File: src/rtl/pe_drain_pkg.sv
// Shared constants and types for the pe_drain block.
// Optional feature macro: PE_DRAIN_RELU_EN (ReLU clamp on conv-mode words).
package pe_drain_pkg;

  localparam int DW_DEFAULT   = 16;
  localparam int FRAC_DEFAULT = 8;

  localparam logic [1:0] MODE_CONV    = 2'b00;
  localparam logic [1:0] MODE_MAXPOOL = 2'b01;

  typedef enum logic [1:0] {
    ST_IDLE  = 2'd0,
    ST_ACCUM = 2'd1,
    ST_WAIT  = 2'd2,
    ST_DRAIN = 2'd3
  } state_e;

  function automatic logic mode_ok(input logic [1:0] mode);
    return (mode == MODE_CONV) || (mode == MODE_MAXPOOL);
  endfunction

endpackage

File: src/rtl/pe_drain_buf.sv
// Snapshot register array for one PE row, plus output index/last/valid generation.
// With PE_DRAIN_RELU_EN defined, negative words are clamped to 0 when relu is high.
module pe_drain_buf
  import pe_drain_pkg::*;
#(
  parameter int NUM_PE     = 4,
  parameter int DATA_WIDTH = DW_DEFAULT
) (
  input  logic                         clk_i,
  input  logic                         rst_ni,
  input  logic                         cap,
  input  logic                         pop,
  input  logic                         relu,
  input  logic [NUM_PE*DATA_WIDTH-1:0] psum,
  output logic                         valid,
  output logic [DATA_WIDTH-1:0]        data,
  output logic [$clog2(NUM_PE)-1:0]    idx,
  output logic                         last
);

  localparam int IDX_W = $clog2(NUM_PE);
  localparam logic [IDX_W-1:0] IDX_LAST = IDX_W'(NUM_PE - 1);

  logic [NUM_PE-1:0][DATA_WIDTH-1:0] snap;
  logic [DATA_WIDTH-1:0]             raw;

  always_ff @(posedge clk_i or negedge rst_ni) begin
    if (!rst_ni) begin
      snap  <= '0;
      valid <= 1'b0;
      idx   <= '0;
    end else if (cap) begin
      snap  <= psum;
      valid <= 1'b1;
      idx   <= '0;
    end else if (pop && valid) begin
      if (idx == IDX_LAST) begin
        valid <= 1'b0;
        idx   <= '0;
      end else begin
        idx <= idx + IDX_W'(1);
      end
    end
  end

  assign raw  = snap[idx];
  assign last = valid && (idx == IDX_LAST);

`ifdef PE_DRAIN_RELU_EN
  assign data = (relu && raw[DATA_WIDTH-1]) ? '0 : raw;
`else
  logic unused_relu;
  assign unused_relu = relu;
  assign data        = raw;
`endif

endmodule

File: src/rtl/pe_drain.sv
// Drain stage behind a systolic PE row: tracks the tile window, snapshots all psums, streams them out.
// Optional ReLU in conv mode via PE_DRAIN_RELU_EN.
module pe_drain
  import pe_drain_pkg::*;
#(
  parameter int NUM_PE     = 4,
  parameter int DATA_WIDTH = DW_DEFAULT,
  parameter int FRAC_BITS  = FRAC_DEFAULT,
  parameter int PE_LAT     = 2,
  parameter int LEN_W      = 16
) (
  input  logic                         clk_i,
  input  logic                         rst_ni,
  input  logic                         start_i,
  input  logic [LEN_W-1:0]             len_i,
  input  logic [1:0]                   mode_i,
  input  logic [NUM_PE*DATA_WIDTH-1:0] psum_i,
  output logic                         m_valid_o,
  input  logic                         m_ready_i,
  output logic [DATA_WIDTH-1:0]        m_data_o,
  output logic [$clog2(NUM_PE)-1:0]    m_idx_o,
  output logic                         m_last_o,
  output logic                         busy_o,
  output logic                         err_o
);

  // Settling window after the last operand: PE latency plus skew across the row.
  localparam int WAIT_N = PE_LAT + NUM_PE - 1;
  localparam int WAIT_W = $clog2(WAIT_N + 1);
  localparam int CNT_W  = (LEN_W > WAIT_W) ? LEN_W : WAIT_W;
  localparam int unused_frac = FRAC_BITS;

  state_e           state;
  logic [CNT_W-1:0] cnt;
  logic             busy;
  logic             err;
  logic             conv_q;
  logic             last_wait;
  logic             drain_done;
  logic             xfer;

  assign last_wait  = (state == ST_WAIT) && (cnt == CNT_W'(1));
  assign xfer       = m_valid_o && m_ready_i;
  assign drain_done = xfer && m_last_o;

  // The counter is as wide as len_i, so a maximum length counts down fully without wrapping.
  always_ff @(posedge clk_i or negedge rst_ni) begin
    if (!rst_ni) begin
      state  <= ST_IDLE;
      cnt    <= '0;
      busy   <= 1'b0;
      err    <= 1'b0;
      conv_q <= 1'b0;
    end else begin
      if (start_i && state != ST_IDLE) err <= 1'b1;
      case (state)
        ST_IDLE: begin
          if (start_i) begin
            busy   <= 1'b1;
            conv_q <= (mode_i == MODE_CONV);
            if (!mode_ok(mode_i)) err <= 1'b1;
            if (len_i == '0) begin
              state <= ST_WAIT;
              cnt   <= CNT_W'(WAIT_N);
            end else begin
              state <= ST_ACCUM;
              cnt   <= CNT_W'(len_i);
            end
          end
        end
        ST_ACCUM: begin
          if (cnt == CNT_W'(1)) begin
            state <= ST_WAIT;
            cnt   <= CNT_W'(WAIT_N);
          end else begin
            cnt <= cnt - CNT_W'(1);
          end
        end
        ST_WAIT: begin
          if (last_wait) begin
            state <= ST_DRAIN;
            cnt   <= '0;
          end else begin
            cnt <= cnt - CNT_W'(1);
          end
        end
        ST_DRAIN: begin
          if (drain_done) begin
            state <= ST_IDLE;
            busy  <= 1'b0;
          end
        end
        default: state <= ST_IDLE;
      endcase
    end
  end

  assign busy_o = busy;
  assign err_o  = err;

  pe_drain_buf #(
    .NUM_PE     (NUM_PE),
    .DATA_WIDTH (DATA_WIDTH)
  ) u_buf (
    .clk_i  (clk_i),
    .rst_ni (rst_ni),
    .cap    (last_wait),
    .pop    (m_ready_i),
    .relu   (conv_q),
    .psum   (psum_i),
    .valid  (m_valid_o),
    .data   (m_data_o),
    .idx    (m_idx_o),
    .last   (m_last_o)
  );

endmodule

File: config.mk
export PLATFORM = sky130hd
export DESIGN_NAME = pe_drain
export DESIGN_NICKNAME = d
export VERILOG_FILES = /design/src/rtl/pe_drain_pkg.sv /design/src/rtl/pe_drain_buf.sv /design/src/rtl/pe_drain.sv
export SDC_FILE = /design/constraint.sdc
export NUM_CORES = 1
export LEC_CHECK = 0
export CAP_MARGIN = 30
export CORE_AREA = 2 2 89 125
export DETAILED_ROUTE_END_ITERATION = 10
export DIE_AREA = 0 0 91 127
export PLACE_DENSITY = 0.77
export SLEW_MARGIN = 20
export SYNTH_ARGS = -nofsm -noshare
export SYNTH_HDL_FRONTEND = slang
export SYNTH_SLANG_ARGS = --single-unit
File: constraint.sdc
create_clock -name clk_i -period 3.8 [get_ports clk_i]
set_clock_uncertainty 0.2 [all_clocks]
set_input_delay 0.76 -clock clk_i [delete_from_list [all_inputs] [get_ports clk_i]]
set_output_delay 0.76 -clock clk_i [all_outputs]
set_load 0.02 [all_outputs]
==> metrics.md, run 1 <==
| Metric | Value |
|---|---|
| Status | `finished, final reports clean` |
| Antenna viol nets, final | `0` |
| I/O Buffers | `106` |
| Setup TNS | `0 ns` |
| Vias/cell | `5.25` |
| Worst Slack Setup Final | `0.636 ns` |
| Layout cells sized above 1 | `0.0854` |
| Clock Sinks | `87` |
| Fillers | `919` |
| Fin. Hold Viols | `0` |
| CP cell instances | `buf_4 > mux4_2 > clkdlybuf4s50_1` |
| Post-synth top area cell | `dfrtp_1` |
| Setup slack at placement | `0.835 ns` |
| Sequential cell area fraction in the yosys report | `0.510` |
| Crit Path Category | `reg -> out` |
| Initial antenna violation count | `0` |
| HPWL Detailed | `8.18 mm` |
| Number of synthesized register bits | `87` |
| Startpoint Class | `flip-flop` |
| Fin cells | `712` |
| Top cells by count, synth | `nand2_1 (214), dfrtp_1 (87), mux4_2 (16)` |
| Htree depth | `3` |
| Hold Slack | `0.192 ns` |
| CP max stage delay | `0.56 ns` |
| Final worst-path cycle share | `0.833` |
| Synth top area share | `0.510` |
| Die Area | `11600 sq um` |
| Clock Pin Slew Worst Setup and Hold Paths | `0.07 ns` |
| Number of synthesized flops with an enable pin | `0` |
| Main synth FF type | `dfrtp_1` |
| Vias in the first global route | `3784` |
| First-pass GRT wire length | `18.2 mm` |
| Cell Area, Placed | `5490 sq um` |
| Drt first-iter violations | `149` |
| Ranking of synthesized cells by area | `dfrtp_1 (51%), nand2_1 (19%), mux4_2 (8.4%)` |
| Final Power | `3.83 mW` |
| Most frequent cell after synthesis | `nand2_1` |
| Rows | `44` |
| # Max-Cap Violations | `0` |
| CTS tree | `built` |
| GRT overflow | `0` |
| Layout area overhead | `35.1%` |
| Final Cell Area | `5770 sq um` |
| Post-route minimum period | `3.16 ns` |
| Max VDD drop | `0.328 mV` |
| Synth async-reset ratio | `1.00` |
| Root buffer cell | `clkbuf_16` |
| Die W | `91 um` |
| First drt pass iteration count | `5` |
| Slew HR | `0.522` |
| Wire per inst | `15.8 um` |
| CP endpoint kind | `output port` |
| CTS Buffer Depth | `2` |
| Crit-path max FO | `17` |
| Post-CTS Resized | `0` |
| Routability cong. | `0.855` |
| Setup bufs post-CTS | `0` |
| Clock Latency Late Sink | `0.34 ns` |
| Hold_buf cts | `0` |
| Avg Inst Size Synth | `9.19 sq um` |
| Net Count, Synth | `558` |
| Req. time, crit path | `2.84 ns` |
| Placed instance count | `696` |
| Final core utilization | `0.558` |
| DR vias | `3740` |
| Unique cell type count in the Yosys netlist | `48` |
| Critical Path AT | `2.20 ns` |
| # nets final | `662` |
| Cell Pwr Density | `664 nW/um^2` |
| Number of remaining DRC errors | `0` |
| Number of setup violations in the final report | `0` |
| Synthesized area | `4270 sq um` |
| Tot GR Track Use | `0.197` |
| Leakage | `2.44 nW` |
| Least-Margin Pin Slew | `0.711 ns` |
| Slowest CP cell | `clkdlybuf4s50_1` |
| Initial Util | `0.413` |
| Core Area | `10300 sq um` |
| Number of inserted diodes | `0` |
| Final Max Tran Viols | `0` |
| IO Pins | `108` |
| Yosys warns | `0` |
| Hold crit path type | `in -> async` |
| Largest net degree at the start of global routing | `66` |
| Total CTS buffers | `9` |
| Die H | `127 um` |
| Total wire length | `11.2 mm` |
| Mapped Cells | `465` |
| Unrepaired setup endpoints after global routing | `false` |
| Fmax | `0.316 GHz` |
-- cell families after synthesis --
logic type,count (synthesis),synth area share
XOR/XNOR,1,0.00205
AO/OA/AOI/OAI,48,0.0779
multiplexers,19,0.0914
adder cells (fa/ha/maj),7,0.0205
AND/OR/NAND/NOR,274,0.272
flip-flops,87,0.510
buffers and inverters,29,0.0269
-- final timing paths --
path | startpoint | to | slack [ns] | depth (start not counted)
min | rst_ni | u_buf.snap[11] | 0.19 | 1
max in group asynchronous | rst_ni | u_buf.snap[38] | 2.43 | 2
max | u_buf.idx[0] | m_data_o[3] | 0.64 | 3
max reg2reg | cnt[1] | u_buf.snap[39] | 0.82 | 8
min in group clk_i | u_buf.snap[25] | u_buf.snap[25] | 0.27 | 2
min reg2reg | u_buf.snap[25] | u_buf.snap[25] | 0.27 | 2
-- per-layer routing --
| layer | global-route usage | wire, um | vias up |
|---|---|---|---|
| met2 | 0.354 | 5800 | 138 |
| met1 | 0.240 | 4660 | 1808 |
| met5 | 0 | 0 | - |
| met3 | 0.0442 | 637 | 10 |
| met4 | 0.0517 | 121 | 0 |
| li1 | - | - | 1784 |
-- layout make-up --
type,instances,area [sq um],area share
clock buffer,9,225,0.0390
clock inverter,7,62.6,0.0108
inverter,7,26.3,0.00455
multi-input combinational,349,1980,0.344
sequential,87,2180,0.377
tap,138,173,0.0299
timing repair buffer,115,1130,0.195
-- sequential cells by signal (all words and copies together), names as in the netlist --
register     flops
state            2
u_buf.valid      1
busy_o           1
u_buf.snap      64
cnt             16
err_o            1
u_buf.idx        2
-- placed cells by master, fill, tap and decap left out, drive strengths merged, types with 3 or more instances in the layout --
master         synthesis  layout
nand2                214     214
clkdlybuf4s50          0     105
dfrtp                 87      87
mux4                  16      16
nor2                  14      14
o21ai                 13      13
inv                    7      12
nor3                  11      11
buf                    9      10
nor4                   9       9
clkbuf                13       9
a21oi                  7       7
ha                     7       7
nand3                  5       5
a22oi                  4       4
or3                    4       4
a21o                   3       3
nor2b                  3       3
mux2i                  3       3
a32oi                  3       3
-- power by group --
group / switching, mW / internal [mW] / leakage (nW) / total (mW)
sequential: 0.217 / 1.20 / 0.876 / 1.42
combinational: 0.848 / 0.712 / 1.42 / 1.56
clock: 0.398 / 0.460 / 0.145 / 0.858
total: 1.46 / 2.37 / 2.44 / 3.83
-- worst max-delay path, delay by kind of cell (launching register included) --
kind / cells / cell delay [ns]
flops: 1 / 0.39
buf+inv: 2 / 0.91
mux: 1 / 0.55
Note: power is estimated with default switching activity, not from simulation.
==> inputs of run 2 (changes only) <==
Settings changed: PLACE_DENSITY 0.77 to 0.79.
Clock period 3.8 ns to 2.7 ns, I/O delays scaled along.
==> metrics.md, run 2 (synthesis results as in run 1) <==
| Metric | Value |
|---|---|
| CP max stage delay | `0.48 ns` |
| Total CTS buffers | `9` |
| Placed instance count | `708` |
| Final worst-path cycle share | `0.963` |
| Tot GR Track Use | `0.203` |
| Die Area | `11600 sq um` |
| Hold Slack | `-0.00624 ns` |
| Status | `complete, but fails checks` |
| Die H | `127 um` |
| Crit path from | `cnt[1]` |
| Crit Path Category | `reg -> reg` |
| Cell Pwr Density | `940 nW/um^2` |
| Req. time, crit path | `2.72 ns` |
| Total wire length | `11.2 mm` |
| # nets final | `674` |
| Fin cells | `724` |
| Antenna viol nets, final | `0` |
| Root buffer cell | `clkbuf_16` |
| Critical Path AT | `2.62 ns` |
| CP cell instances | `inv_2 > ha_1 > or4b_4 > or3_4 > or3_4 > a32o_1 > a211o_1` |
| Gr busiest metal | `met2` |
| Initial antenna violation count | `0` |
| GRT overflow | `0` |
| Die W | `91 um` |
| I/O Buffers | `106` |
| Number of setup violations in the final report | `0` |
| Number of remaining DRC errors | `0` |
| Cell Area, Placed | `5620 sq um` |
| First-pass GRT wire length | `18.8 mm` |
| IO Pins | `108` |
| Final Max Tran Viols | `0` |
| Post-route minimum period | `2.60 ns` |
| Most common cell on crit path | `or3_4` |
| Setup bufs post-CTS | `0` |
| Commonest non-fill, non-tap cell in the layout | `nand2_1` |
| Failing checks | `negative hold slack` |
| Final Power | `5.56 mW` |
| Largest registers | `u_buf.snap (64), cnt (16)` |
| Largest register FFs | `64` |
| Vias in the first global route | `3901` |
| Initial Util | `0.413` |
| Clock Pin Slew Worst Setup and Hold Paths | `0.06 ns` |
| Wire per inst | `15.5 um` |
| First drt pass iteration count | `7` |
| Unrepaired setup endpoints after global routing | `false` |
| Htree depth | `3` |
| Final core utilization | `0.572` |
| Fmax | `0.385 GHz` |
| # Max-Cap Violations | `0` |
| CTS Buffer Depth | `2` |
| Layout cells sized above 1 | `0.104` |
| Least-Margin Pin Slew | `0.599 ns` |
| Core Area | `10300 sq um` |
| Layout area overhead | `38.5%` |
| Hold crit path type | `in -> async` |
| M1 GR Usage | `0.253` |
| Met3 usage | `0.0330` |
| Startpoint Class | `flip-flop` |
| Routability cong. | `0.934` |
| CP endpoint kind | `flip-flop` |
| Worst r2r src | `cnt[1]` |
| CTS tree | `built` |
| Crit-path max FO | `4` |
| DR vias | `3823` |
| Leakage | `2.51 nW` |
| HPWL Detailed | `8.30 mm` |
| M2 GR Usage | `0.356` |
| Max VDD drop | `0.445 mV` |
| Slowest CP cell | `or4b_4` |
| Slew HR | `0.597` |
| Clock Sinks | `87` |
| Fin. Hold Viols | `3` |
| Vias/cell | `5.28` |
| Final Cell Area | `5920 sq um` |
| Rows | `44` |
| Clock Latency Late Sink | `0.34 ns` |
| Largest net degree at the start of global routing | `67` |
| Most frequent cells in the layout | `nand2_1 (213), clkdlybuf4s50_1 (88), dfrtp_1 (87)` |
| Largest Register | `u_buf.snap` |
| Number of inserted diodes | `0` |
| Drt first-iter violations | `173` |
run 2: repair_timing:
action                     in CTS  in global routing
hold buffers                    0                  0
setup endpoints to repair      15                  3
resized for setup              15                  3
run 2: worst max-delay path: cells and delay by family, from the launching register on:
family / cells / cell delay, ns
AOI/OAI and AO/OA: 2 / 0.48
buffers and inverters: 1 / 0.08
adders and majority gates: 1 / 0.15
DFF: 1 / 0.40
and+or+nand+nor: 3 / 1.18
run 2: per-layer routing:
metal	wire, um	share of wire
met1	4450	0.40
met3	615	0.055
met5	0	0
met4	228	0.020
met2	5940	0.53
run 2: path summary, 6_finish.rpt:
| kind | cells past startpoint | to | slack (ns) |
|---|---|---|---|
| min in group clk_i | 2 | u_buf.snap[34] | 0.26 |
| min reg2reg | 2 | u_buf.snap[34] | 0.26 |
| max reg2reg | 7 | cnt[12] | 0.10 |
| min | 1 | cnt[6] | -0.006 |
| max in group asynchronous | 2 | u_buf.snap[8] | 1.66 |
| max | 7 | cnt[12] | 0.10 |
run 2: layout make-up:
class	count	area (sq um)
clock buffers	12	256
clock inverters	4	51.3
fillers	953	4430
inverters	7	26.3
multi-input cells	349	1980
flip-flops and latches	87	2180
well taps	138	173
repair buffers	127	1250
run 2: through the flow:
step / setup WS [ns] / TNS, ns / hold WS [ns]
global route: 0.0231 / 0 / 0.0467
finish: 0.100 / 0 / -0.00624
detailed placement: 0.0689 / 0 / 0.251
CTS: 0.00212 / 0 / 0.0142
global placement: -0.0850 / -0.167 / 0.242
floorplan: 0.0620 / 0 / 0.0444
run 2: power breakdown:
| part | switching, mW | internal (mW) | leakage, nW |
|---|---|---|---|
| logic | 1.26 | 1.05 | 1.49 |
| clock network | 0.498 | 0.769 | 0.149 |
| registers | 0.299 | 1.69 | 0.876 |
| total | 2.06 | 3.51 | 2.51 |
==> inputs of run 3 (changes only) <==
Settings changed: MAX_ROUTING_LAYER from default to met4.
==> metrics.md, run 3 (synthesis results as in run 1) <==
| Metric | Value |
|---|---|
| Layout cells sized above 1 | `0.105` |
| Clock Pin Slew Worst Setup and Hold Paths | `0.06 ns` |
| Leakage | `2.52 nW` |
| Antenna viol nets, final | `0` |
| I/O Buffers | `106` |
| Rows | `44` |
| Placed instance count | `710` |
| Commonest non-fill, non-tap cell in the layout | `nand2_1` |
| Root buffer cell | `clkbuf_16` |
| Largest Register | `u_buf.snap` |
| Largest net degree at the start of global routing | `67` |
| Clock Sinks | `87` |
| Number of inserted diodes | `0` |
| Status | `finished, final reports clean` |
| DR vias | `3847` |
| Post-route minimum period | `2.64 ns` |
| Most frequent cells in the layout | `nand2_1 (213), clkdlybuf4s50_1 (88), dfrtp_1 (87)` |
| Tot GR Track Use | `0.212` |
| Hold crit path type | `reg -> reg` |
| Total wire length | `11.6 mm` |
| Setup bufs post-CTS | `0` |
| # nets final | `677` |
| Clock Latency Late Sink | `0.33 ns` |
| Fin cells | `726` |
| Cell Area, Placed | `5640 sq um` |
| CTS Buffer Depth | `2` |
| HPWL Detailed | `8.60 mm` |
| Most common cell on crit path | `or3_4` |
| Initial antenna violation count | `0` |
| Layout area overhead | `39.6%` |
| Fmax | `0.379 GHz` |
| CP cell instances | `inv_1 > ha_1 > or4b_4 > or3_4 > or3_4 > a32o_1 > a211o_1` |
| Setup TNS | `0 ns` |
| Fin. Hold Viols | `0` |
| Critical Path AT | `2.65 ns` |
| Htree depth | `3` |
| Final Max Tran Viols | `0` |
| Max VDD drop | `0.473 mV` |
| CP top delay family | `simple AND/OR/NAND/NOR gates` |
| Drt first-iter violations | `257` |
| Unrepaired setup endpoints after global routing | `false` |
| Crit-path max FO | `3` |
| Die H | `127 um` |
| Routability cong. | `0.943` |
| Startpoint Class | `flip-flop` |
| Hold Slack | `0.261 ns` |
| CP endpoint kind | `flip-flop` |
| First drt pass iteration count | `4` |
| Worst path bufs/invs | `1` |
| GRT overflow | `0` |
| CTS tree | `built` |
| Total CTS buffers | `9` |
| Req. time, crit path | `2.71 ns` |
| Vias in the first global route | `3994` |
| Number of setup violations in the final report | `0` |
| Final worst-path cycle share | `0.978` |
| Slowest CP cell | `or4b_4` |
| Wire per inst | `15.9 um` |
| Vias/cell | `5.30` |
| Largest register FFs | `64` |
| Number of remaining DRC errors | `0` |
| # Max-Cap Violations | `0` |
| Core Area | `10300 sq um` |
| Cell Pwr Density | `957 nW/um^2` |
| Final core utilization | `0.576` |
| First-pass GRT wire length | `18.9 mm` |
| Crit Path Category | `reg -> reg` |
| Least-Margin Pin Slew | `0.781 ns` |
| Die Area | `11600 sq um` |
| Initial Util | `0.413` |
| IO Pins | `108` |
| Die W | `91 um` |
| Fillers | `959` |
| CP max stage delay | `0.49 ns` |
| Final Cell Area | `5960 sq um` |
| Slew HR | `0.475` |
| Largest registers | `u_buf.snap (64), cnt (16)` |
[run 3: worst paths after layout]
check | start | end | slack, ns | cells past startpoint
min in group asynchronous | rst_ni | cnt[9] | 0.49 | 2
worst max-delay path | cnt[0] | cnt[12] | 0.06 | 7
max in group asynchronous | rst_ni | cnt[6] | 1.15 | 3
worst min register to register | u_buf.snap[52] | u_buf.snap[52] | 0.26 | 2
worst min-delay path | u_buf.snap[52] | u_buf.snap[52] | 0.26 | 2
worst max register to register | cnt[0] | cnt[12] | 0.06 | 7
[run 3: worst register-to-register path: cells and delay by family, from the launching register on]
| kind | cells | cell delay [ns] |
|---|---|---|
| and+or+nand+nor | 3 | 1.19 |
| AOI/OAI and AO/OA | 2 | 0.48 |
| DFF | 1 | 0.38 |
| adders and majority gates | 1 | 0.18 |
| buffers and inverters | 1 | 0.10 |
[run 3: metal layers]
| metal | global-route usage | vias up | routed length (um) | part of all wire |
|---|---|---|---|---|
| li1 | - | 1824 | - | - |
| met1 | 0.236 | 1846 | 4490 | 0.39 |
| met2 | 0.368 | 147 | 5960 | 0.52 |
| met3 | 0.0454 | 30 | 723 | 0.062 |
| met4 | 0.0909 | 0 | 395 | 0.034 |
| met5 | - | - | 0 | 0 |
[run 3: per-stage QoR]
| step | worst slack [ns] | total power [mW] |
|---|---|---|
| floorplan | 0.0620 | 3.38 |
| global placement | -0.124 | 4.30 |
| detailed placement | 0.000639 | 4.39 |
| CTS | 0.0459 | 5.74 |
| global route | 0.0138 | 6.06 |
| finish | 0.0600 | 5.70 |
[run 3: where the power goes]
part / leakage (nW) / switching, mW / internal [mW] / total, mW
combinational: 1.49 / 1.28 / 1.05 / 2.32
sequential: 0.876 / 0.298 / 1.69 / 1.99
clock: 0.159 / 0.491 / 0.902 / 1.39
[run 3: final cells by class]
type	count	area (sq um)	area share
Clock inverter	5	106	0.0178
Multi-Input combinational cell	349	1980	0.333
Clock buffer	10	229	0.0384
Timing Repair Buffer	130	1270	0.213
Sequential cell	87	2180	0.365
Tap cell	138	173	0.0290
Inverter	7	26.3	0.00441
[run 3: timing repair]
action,4_1_cts,5_1_grt
hold buffers,1,0
gates resized for setup,17,1
pin swaps,0,0
hold endpoints to repair,33,0
setup endpoints to repair,17,1
